[config.mk]
export PLATFORM = sky130hd
export DESIGN_NAME = mem_access_stage_flat
export DESIGN_NICKNAME = d
export VERILOG_FILES = /design/src/rtl/mem_access_stage_if.sv /design/src/rtl/mem_access_stage.sv /design/src/flat_wrapper.sv
export SDC_FILE = /design/constraint.sdc
export NUM_CORES = 1
export LEC_CHECK = 0
export ABC_CLOCK_PERIOD_IN_PS = 8109
export CELL_PAD_IN_SITES_DETAIL_PLACEMENT = 0
export CELL_PAD_IN_SITES_GLOBAL_PLACEMENT = 1
export CORE_ASPECT_RATIO = 1.25
export CORE_UTILIZATION = 35
export DETAILED_ROUTE_END_ITERATION = 10
export PLACE_DENSITY = 0.93
export SYNTH_ARGS = -nofsm -noshare
export SYNTH_HDL_FRONTEND = slang
export SYNTH_SLANG_ARGS = --single-unit
export TNS_END_PERCENT = 50
[constraint.sdc]
create_clock -name clk -period 8.11 [get_ports clk]
set_input_delay 1.2165 -clock clk [delete_from_list [all_inputs] [get_ports clk]]
set_output_delay 1.2165 -clock clk [all_outputs]
set_load 0.02 [all_outputs]
[src/rtl/mem_access_stage_if.sv]
// Data-memory request/ready bus between the MEM stage (master) and data memory (slave).
interface mem_access_stage_if;
  logic        dmem_req;
  logic        dmem_we;
  logic [31:0] dmem_addr;
  logic [3:0]  dmem_be;
  logic [31:0] dmem_wdata;
  logic        dmem_ready;
  logic [31:0] dmem_rdata;

  modport master (
    output dmem_req, dmem_we, dmem_addr, dmem_be, dmem_wdata,
    input  dmem_ready, dmem_rdata
  );

  modport slave (
    input  dmem_req, dmem_we, dmem_addr, dmem_be, dmem_wdata,
    output dmem_ready, dmem_rdata
  );
endinterface

[src/rtl/mem_access_stage.sv]
// Pipeline MEM stage with integrated MEM/WB register: sized loads/stores over a
// req/ready data-memory bus, lane steering, load extension, misalign and timeout.
module mem_access_stage #(
  parameter int unsigned TIMEOUT_CYCLES = 255
) (
  input  logic        clk,
  input  logic        rst,
  input  logic        ex_valid,
  input  logic [31:0] alu_result,
  input  logic [31:0] store_data,
  input  logic        MemRead,
  input  logic        MemWrite,
  input  logic [1:0]  mem_size,
  input  logic        mem_unsigned,
  input  logic        MemtoReg,
  input  logic        DataC,
  input  logic        RegWrite,
  input  logic [4:0]  write_reg,
  input  logic [31:0] pc_adder,
  output logic        mem_stall,
  mem_access_stage_if.master dmem,
  output logic        wb_valid,
  output logic [31:0] wb_alu_result,
  output logic [31:0] wb_read_data_mem,
  output logic [31:0] wb_pc_adder,
  output logic        wb_MemtoReg,
  output logic        wb_DataC,
  output logic        wb_RegWrite,
  output logic [4:0]  wb_write_reg,
  output logic        misalign_exc,
  output logic        bus_err
);

  typedef enum logic {IDLE, REQ} state_e;

  state_e      state_q, state_d;
  logic        req_q, req_d, we_q, we_d;
  logic [31:0] addr_q, addr_d, wdata_q, wdata_d;
  logic [3:0]  be_q, be_d;
  logic [1:0]  off_q, off_d, size_q, size_d;
  logic        uns_q, uns_d;
  logic [31:0] cnt_q, cnt_d;
  logic        wb_valid_q, wb_valid_d, wb_m2r_q, wb_m2r_d, wb_datac_q, wb_datac_d;
  logic        wb_rw_q, wb_rw_d;
  logic [31:0] wb_alu_q, wb_alu_d, wb_rdata_q, wb_rdata_d, wb_pc_q, wb_pc_d;
  logic [4:0]  wb_wr_q, wb_wr_d;
  logic        misalign_q, misalign_d, bus_err_q, bus_err_d;

  logic        mem_op, misaligned, expire;
  logic [3:0]  st_be;
  logic [31:0] st_wdata, ld_data;
  logic [7:0]  ld_byte;
  logic [15:0] ld_half;

  always_comb begin
    mem_op = ex_valid & (MemRead | MemWrite);
    unique case (mem_size)
      2'b00:   misaligned = 1'b0;
      2'b01:   misaligned = alu_result[0];
      default: misaligned = |alu_result[1:0];
    endcase
    unique case (mem_size)
      2'b00: begin
        st_be    = 4'b0001 << alu_result[1:0];
        st_wdata = {4{store_data[7:0]}};
      end
      2'b01: begin
        st_be    = 4'b0011 << alu_result[1:0];
        st_wdata = {2{store_data[15:0]}};
      end
      default: begin
        st_be    = 4'b1111;
        st_wdata = store_data;
      end
    endcase
  end

  // Load lane selection uses the offset/size latched at issue, not the live inputs.
  always_comb begin
    unique case (off_q)
      2'd0:    ld_byte = dmem.dmem_rdata[7:0];
      2'd1:    ld_byte = dmem.dmem_rdata[15:8];
      2'd2:    ld_byte = dmem.dmem_rdata[23:16];
      default: ld_byte = dmem.dmem_rdata[31:24];
    endcase
    ld_half = off_q[1] ? dmem.dmem_rdata[31:16] : dmem.dmem_rdata[15:0];
    unique case (size_q)
      2'b00:   ld_data = {{24{~uns_q & ld_byte[7]}}, ld_byte};
      2'b01:   ld_data = {{16{~uns_q & ld_half[15]}}, ld_half};
      default: ld_data = dmem.dmem_rdata;
    endcase
  end

  assign expire = (TIMEOUT_CYCLES != 0) && !dmem.dmem_ready &&
                  ((cnt_q + 32'd1) == TIMEOUT_CYCLES);

  always_comb begin
    state_d    = state_q;
    req_d      = req_q;
    we_d       = we_q;
    addr_d     = addr_q;
    be_d       = be_q;
    wdata_d    = wdata_q;
    off_d      = off_q;
    size_d     = size_q;
    uns_d      = uns_q;
    cnt_d      = cnt_q;
    wb_valid_d = wb_valid_q;
    wb_alu_d   = wb_alu_q;
    wb_rdata_d = wb_rdata_q;
    wb_pc_d    = wb_pc_q;
    wb_m2r_d   = wb_m2r_q;
    wb_datac_d = wb_datac_q;
    wb_rw_d    = wb_rw_q;
    wb_wr_d    = wb_wr_q;
    misalign_d = 1'b0;
    bus_err_d  = 1'b0;
    mem_stall  = 1'b0;

    unique case (state_q)
      IDLE: begin
        if (mem_op && !misaligned) begin
          mem_stall  = 1'b1;
          wb_valid_d = 1'b0;
          req_d      = 1'b1;
          we_d       = MemWrite;
          addr_d     = {alu_result[31:2], 2'b00};
          be_d       = st_be;
          wdata_d    = st_wdata;
          off_d      = alu_result[1:0];
          size_d     = mem_size;
          uns_d      = mem_unsigned;
          cnt_d      = '0;
          state_d    = REQ;
        end else begin
          wb_valid_d = ex_valid;
          wb_alu_d   = alu_result;
          wb_rdata_d = '0;
          wb_pc_d    = pc_adder;
          wb_m2r_d   = MemtoReg;
          wb_datac_d = DataC;
          wb_rw_d    = RegWrite & ~(mem_op & misaligned);
          wb_wr_d    = write_reg;
          misalign_d = mem_op & misaligned;
        end
      end
      REQ: begin
        // Expiry also releases the stall so the aborted instruction retires instead of reissuing.
        if (dmem.dmem_ready || expire) begin
          wb_valid_d = 1'b1;
          wb_alu_d   = alu_result;
          wb_rdata_d = (dmem.dmem_ready && !we_q) ? ld_data : '0;
          wb_pc_d    = pc_adder;
          wb_m2r_d   = MemtoReg;
          wb_datac_d = DataC;
          wb_rw_d    = dmem.dmem_ready ? RegWrite : 1'b0;
          wb_wr_d    = write_reg;
          bus_err_d  = ~dmem.dmem_ready;
          req_d      = 1'b0;
          cnt_d      = '0;
          state_d    = IDLE;
        end else begin
          mem_stall = 1'b1;
          cnt_d     = cnt_q + 32'd1;
        end
      end
      default: state_d = IDLE;
    endcase
  end

  always_ff @(posedge clk) begin
    if (rst) begin
      state_q    <= IDLE;
      req_q      <= 1'b0;
      we_q       <= 1'b0;
      addr_q     <= '0;
      be_q       <= '0;
      wdata_q    <= '0;
      off_q      <= '0;
      size_q     <= '0;
      uns_q      <= 1'b0;
      cnt_q      <= '0;
      wb_valid_q <= 1'b0;
      wb_alu_q   <= '0;
      wb_rdata_q <= '0;
      wb_pc_q    <= '0;
      wb_m2r_q   <= 1'b0;
      wb_datac_q <= 1'b0;
      wb_rw_q    <= 1'b0;
      wb_wr_q    <= '0;
      misalign_q <= 1'b0;
      bus_err_q  <= 1'b0;
    end else begin
      state_q    <= state_d;
      req_q      <= req_d;
      we_q       <= we_d;
      addr_q     <= addr_d;
      be_q       <= be_d;
      wdata_q    <= wdata_d;
      off_q      <= off_d;
      size_q     <= size_d;
      uns_q      <= uns_d;
      cnt_q      <= cnt_d;
      wb_valid_q <= wb_valid_d;
      wb_alu_q   <= wb_alu_d;
      wb_rdata_q <= wb_rdata_d;
      wb_pc_q    <= wb_pc_d;
      wb_m2r_q   <= wb_m2r_d;
      wb_datac_q <= wb_datac_d;
      wb_rw_q    <= wb_rw_d;
      wb_wr_q    <= wb_wr_d;
      misalign_q <= misalign_d;
      bus_err_q  <= bus_err_d;
    end
  end

  assign dmem.dmem_req   = req_q;
  assign dmem.dmem_we    = we_q;
  assign dmem.dmem_addr  = addr_q;
  assign dmem.dmem_be    = be_q;
  assign dmem.dmem_wdata = wdata_q;

  assign wb_valid         = wb_valid_q;
  assign wb_alu_result    = wb_alu_q;
  assign wb_read_data_mem = wb_rdata_q;
  assign wb_pc_adder      = wb_pc_q;
  assign wb_MemtoReg      = wb_m2r_q;
  assign wb_DataC         = wb_datac_q;
  assign wb_RegWrite      = wb_rw_q;
  assign wb_write_reg     = wb_wr_q;
  assign misalign_exc     = misalign_q;
  assign bus_err          = bus_err_q;

endmodule

[src/flat_wrapper.sv]
// flat-port wrapper written by rule: the top's interface ports become plain ports
module mem_access_stage_flat 
#(
  parameter int unsigned TIMEOUT_CYCLES = 255
)
  (clk, rst, ex_valid, alu_result, store_data, MemRead, MemWrite, mem_size, mem_unsigned, MemtoReg, DataC, RegWrite, write_reg, pc_adder, mem_stall, wb_valid, wb_alu_result, wb_read_data_mem, wb_pc_adder, wb_MemtoReg, wb_DataC, wb_RegWrite, wb_write_reg, misalign_exc, bus_err, dmem_dmem_req, dmem_dmem_we, dmem_dmem_addr, dmem_dmem_be, dmem_dmem_wdata, dmem_dmem_ready, dmem_dmem_rdata);
  mem_access_stage_if dmem_i ();
  input  logic clk;
  input  logic rst;
  input  logic ex_valid;
  input  logic [31:0] alu_result;
  input  logic [31:0] store_data;
  input  logic MemRead;
  input  logic MemWrite;
  input  logic [1:0] mem_size;
  input  logic mem_unsigned;
  input  logic MemtoReg;
  input  logic DataC;
  input  logic RegWrite;
  input  logic [4:0] write_reg;
  input  logic [31:0] pc_adder;
  output logic mem_stall;
  output logic wb_valid;
  output logic [31:0] wb_alu_result;
  output logic [31:0] wb_read_data_mem;
  output logic [31:0] wb_pc_adder;
  output logic wb_MemtoReg;
  output logic wb_DataC;
  output logic wb_RegWrite;
  output logic [4:0] wb_write_reg;
  output logic misalign_exc;
  output logic bus_err;
  output wire logic [$bits(dmem_i.dmem_req)-1:0] dmem_dmem_req;
  output wire logic [$bits(dmem_i.dmem_we)-1:0] dmem_dmem_we;
  output wire logic [$bits(dmem_i.dmem_addr)-1:0] dmem_dmem_addr;
  output wire logic [$bits(dmem_i.dmem_be)-1:0] dmem_dmem_be;
  output wire logic [$bits(dmem_i.dmem_wdata)-1:0] dmem_dmem_wdata;
  input wire logic [$bits(dmem_i.dmem_ready)-1:0] dmem_dmem_ready;
  input wire logic [$bits(dmem_i.dmem_rdata)-1:0] dmem_dmem_rdata;
  assign dmem_dmem_req = dmem_i.dmem_req;
  assign dmem_dmem_we = dmem_i.dmem_we;
  assign dmem_dmem_addr = dmem_i.dmem_addr;
  assign dmem_dmem_be = dmem_i.dmem_be;
  assign dmem_dmem_wdata = dmem_i.dmem_wdata;
  assign dmem_i.dmem_ready = dmem_dmem_ready;
  assign dmem_i.dmem_rdata = dmem_dmem_rdata;
  mem_access_stage #(.TIMEOUT_CYCLES(TIMEOUT_CYCLES)) u_core (.clk(clk), .rst(rst), .ex_valid(ex_valid), .alu_result(alu_result), .store_data(store_data), .MemRead(MemRead), .MemWrite(MemWrite), .mem_size(mem_size), .mem_unsigned(mem_unsigned), .MemtoReg(MemtoReg), .DataC(DataC), .RegWrite(RegWrite), .write_reg(write_reg), .pc_adder(pc_adder), .mem_stall(mem_stall), .dmem(dmem_i), .wb_valid(wb_valid), .wb_alu_result(wb_alu_result), .wb_read_data_mem(wb_read_data_mem), .wb_pc_adder(wb_pc_adder), .wb_MemtoReg(wb_MemtoReg), .wb_DataC(wb_DataC), .wb_RegWrite(wb_RegWrite), .wb_write_reg(wb_write_reg), .misalign_exc(misalign_exc), .bus_err(bus_err));
endmodule
* Word level (Yosys, flattened, before mapping)
Index checks and enable logic that the tools add are counted.
** Storage, ports and cells
- Flip-flop bits (word level) :: 213
- Input bits :: 145
- Output and inout bits :: 178
- Word-level logic and storage cells :: 99
** Operators by class
- $add $sub $neg :: 1
- Eq/ne operators :: 8
- Shifts and indexed selects :: 2
- Multiplexer cells :: 41
- Bitwise operators :: 11
- Reductions and logical operators :: 16
** Operators with widths (count)
- case mux 32 bit (2 select lines) :: 6
- two-way mux 32 bit :: 9
- adder 32 x 1 -> 32 bit (second input constant) :: 1
- == test 32 x 8 -> 1 bit (second input constant) :: 1
- case mux 8 bit (3 select lines) :: 1
- two-way mux 16 bit :: 1
- case mux 1 bit (2 select lines) :: 7
- two-way mux 1 bit :: 13
- two-way mux 5 bit :: 2
- case mux 5 bit (2 select lines) :: 1
- case mux 4 bit (2 select lines) :: 1
- == test 2 x 1 -> 1 bit (second input constant) :: 3
- logical NOT 2 bit :: 3
- AND reduction 2 bit :: 3
- OR reduction 3 bit :: 2
- AND 1 bit :: 5
- NOT 1 bit :: 5
- inequality test 2 bit (second input constant) :: 2
- << shifter 1 x 2 -> 4 bit (first input constant) :: 1
- << shifter 2 x 2 -> 4 bit (first input constant) :: 1
- logical AND 1 bit :: 3
- logical NOT 1 bit :: 3
- == test 2 bit (second input constant) :: 1
- inequality test 2 x 1 -> 1 bit (second input constant) :: 1
- other kinds (3) :: 3

* Logic depth before layout (Yosys ltp)
Gate-level depths: netlist (run 1).
- Depth after elaboration :: 7
- Gate-level depth with buffers :: 13
- Gate-level depth less buffers :: 9

* Least setup slack after synthesis (run 1)
OpenSTA, ideal clock, no wires.
- Kind :: in2out
- Start point :: in MemWrite
- End point :: out mem_stall
- Arrival :: 2.856 ns
- Setup slack :: 4.037 ns
- Stages :: 9
- Cells stage by stage :: o21ai_0 > or2_2 > nor2_1 > nand2_1 > o21ai_1 > clkbuf_1 > clkbuf_1 > nor2_1 > inv_1
** On the way
- Cells in the longest elaborated chain, start to end :: 5
** Ends and longest elaborated chain
- from (decl) :: RTL line flat_wrapper.sv:14 : input logic MemWrite;
- OR 1 bit :: RTL line mem_access_stage.sv:56 : mem_op = ex_valid & (MemRead | MemWrite);
- AND 1 bit :: RTL line mem_access_stage.sv:56
- logical AND 1 bit :: RTL line mem_access_stage.sv:122 : if (mem_op && !misaligned) begin
- two-way mux 1 bit :: RTL line mem_access_stage.sv:122
- case mux 1 bit (2 select lines) :: RTL line mem_access_stage.sv:120 : unique case (state_q)
- to (decl) :: RTL line flat_wrapper.sv:22 : output logic mem_stall;
Every way passes these cells.

* Final worst setup path (run 1)
- Start point :: in mem_size[0]
- End point :: out mem_stall
** On the way
- Cells in the longest elaborated chain, start to end :: 6
- Elaborated cells between the ends (all ways) :: 7
- Those cells by class :: 1 x eq/ne; 3 x mux; 3 x reduce/logical
** Ends and longest elaborated chain
- from (decl) :: RTL line flat_wrapper.sv:15 : input logic [1:0] mem_size;
- == test 2 x 1 -> 1 bit / logical NOT 2 bit (equally long branches) :: RTL line mem_access_stage.sv:57 : unique case (mem_size)
- case mux 1 bit (2 select lines) * :: RTL line mem_access_stage.sv:57
- logical NOT 1 bit * :: RTL line mem_access_stage.sv:122
- logical AND 1 bit * :: RTL line mem_access_stage.sv:122
- two-way mux 1 bit * :: RTL line mem_access_stage.sv:122
- case mux 1 bit (2 select lines) * :: RTL line mem_access_stage.sv:120
Every way passes the cells marked *; elsewhere a longest branch is shown, timed or not.

==> flow_summary.yaml, run 1 <==
status:
  status: "completed"
cts:
  clkSinkCount: 213
  cts_buffers: 24
  htreeDepth: 1
  cts_setup_buffers: 0
  cts_root_buf: "clkbuf_16"
  cts.clk_slew.worst_paths_ns: 0.06
  post_cts_resize_count: 0
  clock_latency_ns: 0.52
  cts_buffer_depth: 3
  cts_tree: "built"
  cts_hold_buffers: 0
floorplan:
  die-area_sq_um: 27900
  io_pins: 323
  rows: 67
  core_sq_um: 26700
  chipHeight_microns: 186
  die_x_microns: 149
  start_util: 0.356
sta:
  period_share: 0.665
  layout_min_cycle_time_ns: 5.40
  finalSetupTns_ns: 0
  fin_skew_ns: 0.0106
  hold_slack_ns: 0.450
  setup-violations-final: 0
  rsz0062_at_grt: "no"
  hold_violations: 0
  max_freq_ghz: 0.185
  tightest_slew_ns: 1.01
  slew_viol_final: 0
  slew_headroom: 0.323
detailed_routing:
  num_vias: 9787
  routed_wl_microns: 33200
  dr.pass1.iters: 4
  drc: 0
  drt-initial-drc-count: 675
  antenna_left: 0
  avgRoutedWirePerCell_microns: 18.6
  via_per_inst: 5.50
worst_setup_path:
  cp.arrival_ns: 4.18
  cpPeakStageDelay_ns: 1.10
  cp.required_ns: 6.89
  crit_start: "mem_size[0]"
  r2r_setup_slack_ns: 4.00
  cp_max_fo: 21
  crit_chain: "clkdlybuf4s50_1, nand2_1, nand2_1, o21ai_4, nor2_1, inv_1, clkdlybuf4s50_1"
  worstSetupPathType: "input port to output port"
  critPathLaunchType: "input port"
  cpMaxStageDelayCell: "clkdlybuf4s50_1"
  reg2reg_from: "u_core.cnt_q[3]$_SDFFE_PP0P_"
  r2r_cells: 9
  crit_path_end_kind: "output port"
yosys:
  yosys_register_bits: 213
  postSynthCellCount: 1179
  yosys_warnings: 0
  async_flop_share: 0
  synthTopCellsByArea: "dfxtp_1 (45%), a21oi_1 (7.8%), o21ai_0 (5.6%)"
  yosys_most_used_dff: "dfxtp_1"
  synth.distinct_cells: 68
  synth_top_area_frac: 0.448
  synthesis.area_sq_um: 9520
  synth_edf_count: 0
  synth_area_leader_cell: "dfxtp_1"
  yosysSeqAreaShare: 0.448
  syn_avg_cell_area_sq_um: 8.07
hold_path:
  hold_start: "u_core.dmem.dmem_addr[22]$_SDFFE_PP0P_"
  whs_path_depth: 2
  hold_path.class: "flip-flop to flip-flop"
power:
  peakVddDrop_mv: 0.159
  power_density_nw_per_um2: 202
  leakage_nw: 4.75
layout:
  synthToLayoutAreaGrowth_pct: 42.9
  drive_above_1_share: 0.0453
  nets: 1566
  nFillCells: 2523
global_routing:
  grt_pass1_wl_microns: 51100
  grt.total_usage: 0.232
  gr-total-overflow: 0
  grt_antenna_before_repair: 2
  grt_pass1_vias: 9212
  grt_max_degree: 96
placement:
  portBuffers: 320
  hpwl_microns: 22700
  place.gp.congestion: 0.901
run:
  maxCapViolations: 0
worst paths after layout:
kind	end
setup / recovery	mem_stall
hold / removal	u_core.dmem.dmem_addr[22]$_SDFFE_PP0P_
setup reg to reg	u_core.cnt_q[28]$_SDFFE_PP0P_
hold reg to reg	u_core.dmem.dmem_addr[22]$_SDFFE_PP0P_
routing by layer:
layer,GRT usage,wire length (microns),vias up
met5,0,0,-
met4,0.116,1510,0
met3,0.0557,2490,77
met2,0.377,16100,348
met1,0.281,13100,4660
li1,-,-,4702
power breakdown:
group          switching (mW)  total [mW]  leakage, nW  internal, mW
Clock                   0.432        1.16        0.408         0.725
Sequential             0.0311        1.13         1.74          1.10
Combinational           0.247       0.455         2.60         0.207
Total                   0.711        2.74         4.75          2.03
through the flow:
step | utilization | area, sq um | cells | power [mW] | worst slack, ns
6_report | 0.508 | 13600 | 1781 | 2.74 | 2.71
5_1_grt | 0.508 | 13600 | 1781 | 2.85 | 2.53
2_1_floorplan | - | 9520 | 1180 | 1.37 | 4.04
3_5_place_dp | 0.477 | 12800 | 1738 | 1.61 | 2.73
3_3_place_gp | 0.477 | 12800 | 1738 | 1.60 | 2.81
4_1_cts | 0.508 | 13600 | 1779 | 2.77 | 2.73
kinds of logic (layout without fill, tap and decap cells):
group | after synthesis | count (layout) | share of synthesized area
AND/OR/NAND/NOR | 433 | 433 | 0.223
AO/OA/AOI/OAI | 363 | 363 | 0.228
flip-flops | 213 | 213 | 0.448
buffers and inverters | 130 | 384 | 0.0593
multiplexers | 22 | 22 | 0.0246
XOR/XNOR | 14 | 14 | 0.0129
adder cells (fa/ha/maj) | 3 | 3 | 0.00368
other | 1 | 4 | 0.000394
critical path, delay by kind of cell:
| kind | cells | cell delay [ns] |
|---|---|---|
| compound gates | 1 | 0.11 |
| simple gates | 3 | 1.14 |
| buf+inv | 3 | 1.69 |
synthesized netlist by cell type (11+ instances only):
cell type    n
a22o_1      16
nor2_1      69
nand3_1     96
nand2_1    138
mux2i_1     20
o21ai_0    107
nor4_1      11
buf_4       11
inv_1       11
nand2b_1    25
a21oi_1    149
buf_2       12
a31oi_1     12
and3_1      15
nand4_1     17
clkbuf_1    85
nor3_1      20
dfxtp_1    213
cell usage in the layout (no fill, tap or decap), drive strengths merged, types with 10 or more instances in the layout:
cell type        n
a21oi          150
a22o            16
a22oi           10
a31oi           12
and3            15
buf             12
clkbuf          35
clkdlybuf4s50  319
dfxtp          213
inv             11
mux2i           20
nand2          138
nand2b          25
nand3           96
nand4           18
nand4b          10
nor2            69
nor3            21
nor4            12
o21ai          114
o2bb2ai         10
xnor2           10
layout make-up:
class	count	area, sq um	area share
multi-input cells	837	4730	0.348
flip-flops and latches	213	4260	0.314
repair buffers	331	3290	0.242
clock buffers	35	703	0.0517
well taps	345	432	0.0317
clock inverters	6	134	0.00985
inverters	12	45.0	0.00331
diodes	2	5.00	0.000368
Power figures use the tool's default switching activity.
==> run 2: changes to the inputs <==
--- a/config.mk
+++ b/config.mk
@@ -5,13 +5,13 @@
 export SDC_FILE = /design/constraint.sdc
 export NUM_CORES = 1
 export LEC_CHECK = 0
-export ABC_CLOCK_PERIOD_IN_PS = 8109
+export ABC_CLOCK_PERIOD_IN_PS = 4350
 export CELL_PAD_IN_SITES_DETAIL_PLACEMENT = 0
 export CELL_PAD_IN_SITES_GLOBAL_PLACEMENT = 1
 export CORE_ASPECT_RATIO = 1.25
-export CORE_UTILIZATION = 35
+export CORE_UTILIZATION = 30
 export DETAILED_ROUTE_END_ITERATION = 10
-export PLACE_DENSITY = 0.93
+export PLACE_DENSITY = 0.85
 export SYNTH_ARGS = -nofsm -noshare
 export SYNTH_HDL_FRONTEND = slang
 export SYNTH_SLANG_ARGS = --single-unit
==> constraint.sdc (replaced) <==
create_clock -name clk -period 4.35 [get_ports clk]
set_input_delay 0.6525 -clock clk [delete_from_list [all_inputs] [get_ports clk]]
set_output_delay 0.6525 -clock clk [all_outputs]
set_load 0.02 [all_outputs]
==> flow_summary.yaml, run 2 (synthesis gave the netlist of run 1 again) <==
floorplan:
  start_util: 0.306
  die-area_sq_um: 32400
  core_sq_um: 31100
  rows: 72
  io_pins: 323
  chipHeight_microns: 201
  die_x_microns: 161
worst_setup_path:
  cp.required_ns: 3.70
  crit_chain: "and4_2, nand4_4, or4_4, a2bb2oi_2, nand4b_2, o31a_2, nor2_1, inv_1, dlymetal6s2s_1"
  crit_path_end_kind: "output port"
  cp_max_fo: 11
  worstSetupPathType: "flip-flop to output port"
  cpMaxStageDelayCell: "or4_4"
  critPathLaunchType: "flip-flop"
  cp.arrival_ns: 3.23
  cpPeakStageDelay_ns: 0.61
layout:
  layout_commonest_cell: "clkdlybuf4s50_1"
  nFillCells: 3078
  nets: 1579
  layout_common_cells: "clkdlybuf4s50_1 (318), dfxtp_1 (209), a21oi_1 (149)"
  regArea_sq_um: 4270
  multiInputGateArea_sq_um: 4760
  synthToLayoutAreaGrowth_pct: 45.1
  utilization: 0.444
  fin_cells: 1855
  drive_above_1_share: 0.0608
cts:
  cts.clk_slew.worst_paths_ns: 0.06
  cts_buffers: 25
  cts_root_buf: "clkbuf_16"
  clkSinkCount: 213
  htreeDepth: 1
  cts_tree: "built"
  clock_latency_ns: 0.52
  cts_buffer_depth: 3
sta:
  rsz0062_at_grt: "no"
  layout_min_cycle_time_ns: 3.89
  max_freq_ghz: 0.257
  slew_viol_final: 0
  period_share: 0.893
  finalSetupTns_ns: 0
  slew_headroom: 0.313
  tightest_slew_ns: 1.03
  setup-violations-final: 0
  fin_skew_ns: 0.0127
  hold_violations: 0
placement:
  place.gp.congestion: 0.872
  dp.cells: 1811
  hpwl_microns: 24100
  portBuffers: 320
status:
  status: "completed"
run:
  maxCapViolations: 0
detailed_routing:
  avgRoutedWirePerCell_microns: 18.8
  via_per_inst: 5.27
  routed_wl_microns: 34800
  antenna_left: 0
  drt-initial-drc-count: 532
  dr.pass1.iters: 5
  num_vias: 9774
  drc: 0
global_routing:
  grt_antenna_before_repair: 1
  grt_pass1_wl_microns: 53900
  grt_pass1_vias: 9451
  gr-total-overflow: 0
  grt.total_usage: 0.207
  grt_max_degree: 133
power:
  p_total_mw: 5.10
  power_density_nw_per_um2: 370
  peakVddDrop_mv: 0.316
  leakage_nw: 4.83
hold_path:
  hold_path.class: "flip-flop to flip-flop"
run 2: changes by cell type in the layout (fill, tap and decap cells not counted), sizes merged:
cell,previous run,this run
dlymetal6s2s,0,1
diode,2,1
clkinv,3,4
clkinvlp,0,2
clkdlybuf4s50,319,318
bufinv,4,3
clkbuf,35,34
buf,12,24
run 2: path summary, 6_finish.rpt:
check	start	end	slack [ns]	cells after the start
max reg2reg	u_core.cnt_q[2]$_SDFFE_PP0P_	u_core.cnt_q[16]$_SDFFE_PP0P_	0.72	9
max	u_core.cnt_q[2]$_SDFFE_PP0P_	mem_stall	0.46	9
min	u_core.dmem.dmem_addr[24]$_SDFFE_PP0P_	u_core.dmem.dmem_addr[24]$_SDFFE_PP0P_	0.45	2
min reg2reg	u_core.dmem.dmem_addr[24]$_SDFFE_PP0P_	u_core.dmem.dmem_addr[24]$_SDFFE_PP0P_	0.45	2
run 2: through the flow:
| stage | hold WS (ns) | cell area, sq um | setup WS [ns] |
|---|---|---|---|
| 2_1_floorplan | 0.445 | 9520 | 1.02 |
| 3_3_place_gp | 0.438 | 12900 | 0.515 |
| 3_5_place_dp | 0.443 | 12900 | 0.461 |
| 4_1_cts | 0.452 | 13800 | 0.0167 |
| 5_1_grt | 0.470 | 13800 | 0.309 |
| 6_report | 0.451 | 13800 | 0.464 |
run 2: where the power goes:
group	internal, mW	switching [mW]
combinational	0.397	0.472
sequential	2.05	0.0552
clock	1.28	0.842
run 2: area by class of cell:
type                    count  area share
clock inverters             8     0.00951
well taps                 407      0.0369
repair buffers            343       0.247
diodes                      1    0.000181
multi-input cells         837       0.345
clock buffers              34      0.0499
inverters                  12     0.00326
flip-flops and latches    213       0.309
run 2: critical path, delay by kind of cell (launching register included):
kind	cells	cell delay (ns)
compound gates	2	0.51
simple gates	5	1.47
buf+inv	2	0.26
flops	1	0.46
run 2: repair_timing:
action / CTS / global route
gates resized for setup: 4 / 9
setup endpoints to repair: 1 / 1
setup buffers: 0 / 1
hold buffers: 0 / 0
pin swaps: 0 / 1
run 2: per-layer routing:
layer	wire length, microns	vias up	global-route usage
met5	0	-	0
met4	1300	0	0.0819
met3	2600	74	0.0478
met2	16700	367	0.344
met1	14200	4624	0.258
li1	-	4709	-
==> run 3: changes to the inputs <==
--- a/config.mk
+++ b/config.mk
@@ -9,6 +9,7 @@
 export CELL_PAD_IN_SITES_DETAIL_PLACEMENT = 0
 export CELL_PAD_IN_SITES_GLOBAL_PLACEMENT = 1
 export CORE_ASPECT_RATIO = 1.25
+export CORE_MARGIN = 8
 export CORE_UTILIZATION = 30
 export DETAILED_ROUTE_END_ITERATION = 10
 export PLACE_DENSITY = 0.85
==> flow_summary.yaml, run 3 (synthesis gave the netlist of run 1 again) <==
status:
  status: "completed"
worst_setup_path:
  cp.arrival_ns: 3.32
  worstSetupPathType: "flip-flop to output port"
  cp.buffers_inverters: 2
  critPathLaunchType: "flip-flop"
  crit_path_end_kind: "output port"
  cpPeakStageDelay_ns: 0.49
  critPathTopFamily: "compound AO/OA/AOI/OAI gates"
  cpMaxStageDelayCell: "a2111o_1"
  cp_max_fo: 8
  cp.required_ns: 3.70
  crit_chain: "ha_2, nand3_2, nor4_2, xnor2_1, o2111ai_1, a2111o_1, o31a_2, nor2_1, inv_1, dlymetal6s2s_1"
sta:
  setup_ws_ns: 0.382
  hold_violations: 0
  slew_headroom: 0.320
  setup-violations-final: 0
  max_freq_ghz: 0.252
  slew_viol_final: 0
  period_share: 0.912
  tightest_slew_ns: 1.02
  layout_min_cycle_time_ns: 3.97
  fin_skew_ns: 0.0101
  finalSetupTns_ns: 0
  rsz0062_at_grt: "no"
detailed_routing:
  avgRoutedWirePerCell_microns: 20.0
  drc: 0
  via_per_inst: 5.26
  dr.pass1.iters: 6
  num_vias: 9787
  antenna_left: 0
  drt-initial-drc-count: 560
  routed_wl_microns: 37200
layout:
  layout_common_cells: "clkdlybuf4s50_1 (318), dfxtp_1 (210), a21oi_1 (149)"
  layout_commonest_cell: "clkdlybuf4s50_1"
  synthToLayoutAreaGrowth_pct: 44.8
  fin_cells: 1861
  drive_above_1_share: 0.0615
  utilization: 0.437
  nets: 1579
floorplan:
  die-area_sq_um: 37700
  chipHeight_microns: 215
  start_util: 0.302
  io_pins: 323
  die_x_microns: 175
  rows: 73
  core_sq_um: 31500
placement:
  place.gp.congestion: 0.859
  hpwl_microns: 26100
  dp_slack_ns: 0.320
  portBuffers: 320
  dp.cells: 1818
global_routing:
  grt_pass1_wl_microns: 56700
  grt_max_degree: 100
  grt.total_usage: 0.186
  grt_pass1_vias: 9607
  grt_antenna_before_repair: 1
  gr-total-overflow: 0
power:
  p_total_mw: 4.97
  leakage_nw: 4.83
  peakVddDrop_mv: 0.267
  power_density_nw_per_um2: 360
cts:
  clock_latency_ns: 0.52
  cts_buffer_depth: 3
  cts_tree: "built"
  clkSinkCount: 213
  cts_buffers: 24
  cts_hold_buffers: 0
  cts_root_buf: "clkbuf_16"
  cts.clk_slew.worst_paths_ns: 0.06
  htreeDepth: 1
run:
  maxCapViolations: 0
hold_path:
  hold_path.class: "flip-flop to flip-flop"
==> run 3: worst reg2reg max path: cells and delay by family (launching register included) <==
kind                   cells  cell delay [ns]
buffers and inverters      1             0.66
and+or+nand+nor            5             1.64
AOI/OAI and AO/OA          3             1.00
DFF                        1             0.50
==> run 3: metal layers <==
metal	GRT usage	wire [microns]	vias to the layer above
li1	-	-	4710
met1	0.218	14800	4704
met2	0.322	18500	312
met3	0.0510	2680	61
met4	0.0645	1170	0
met5	0	0	-
==> run 3: final timing paths <==
path                                                              from                                     end  slack, ns  depth (start not counted)
worst min register to register  u_core.dmem.dmem_addr[20]$_SDFFE_PP0P_  u_core.dmem.dmem_addr[20]$_SDFFE_PP0P_       0.45                          2
worst max register to register           u_core.cnt_q[11]$_SDFFE_PP0P_           u_core.cnt_q[16]$_SDFFE_PP0P_       0.43                          9
worst min-delay path            u_core.dmem.dmem_addr[20]$_SDFFE_PP0P_  u_core.dmem.dmem_addr[20]$_SDFFE_PP0P_       0.45                          2
worst max-delay path                      u_core.cnt_q[1]$_SDFFE_PP0P_                               mem_stall       0.38                         10
==> run 3: power breakdown <==
part / leakage (nW) / internal (mW) / switching (mW) / total (mW)
clock: 0.368 / 1.15 / 0.827 / 1.98
combinational: 2.72 / 0.398 / 0.479 / 0.878
sequential: 1.74 / 2.05 / 0.0556 / 2.11
total: 4.83 / 3.60 / 1.36 / 4.97
==> run 3: metrics by stage <==
step	hold WS, ns	instance area, sq um
floorplan	0.445	9520
global placement	0.437	13000
detailed placement	0.444	13000
CTS	0.452	13800
global route	0.471	13800
finish	0.447	13800
==> run 3: cell type report <==
class	count	area (sq um)
fillers	3091	17700
inverters	12	45.0
repair buffers	344	3410
clock buffers	38	734
flip-flops and latches	213	4270
well taps	412	515
multi-input cells	837	4770
clock inverters	4	28.8
diodes	1	2.50
==> run 3: what timing repair did <==
item | in CTS | in global routing
setup buffers | 0 | 0
endpoints found under the hold margin | 0 | 0
endpoints found under the setup margin | 1 | 4
resized for setup | 6 | 9
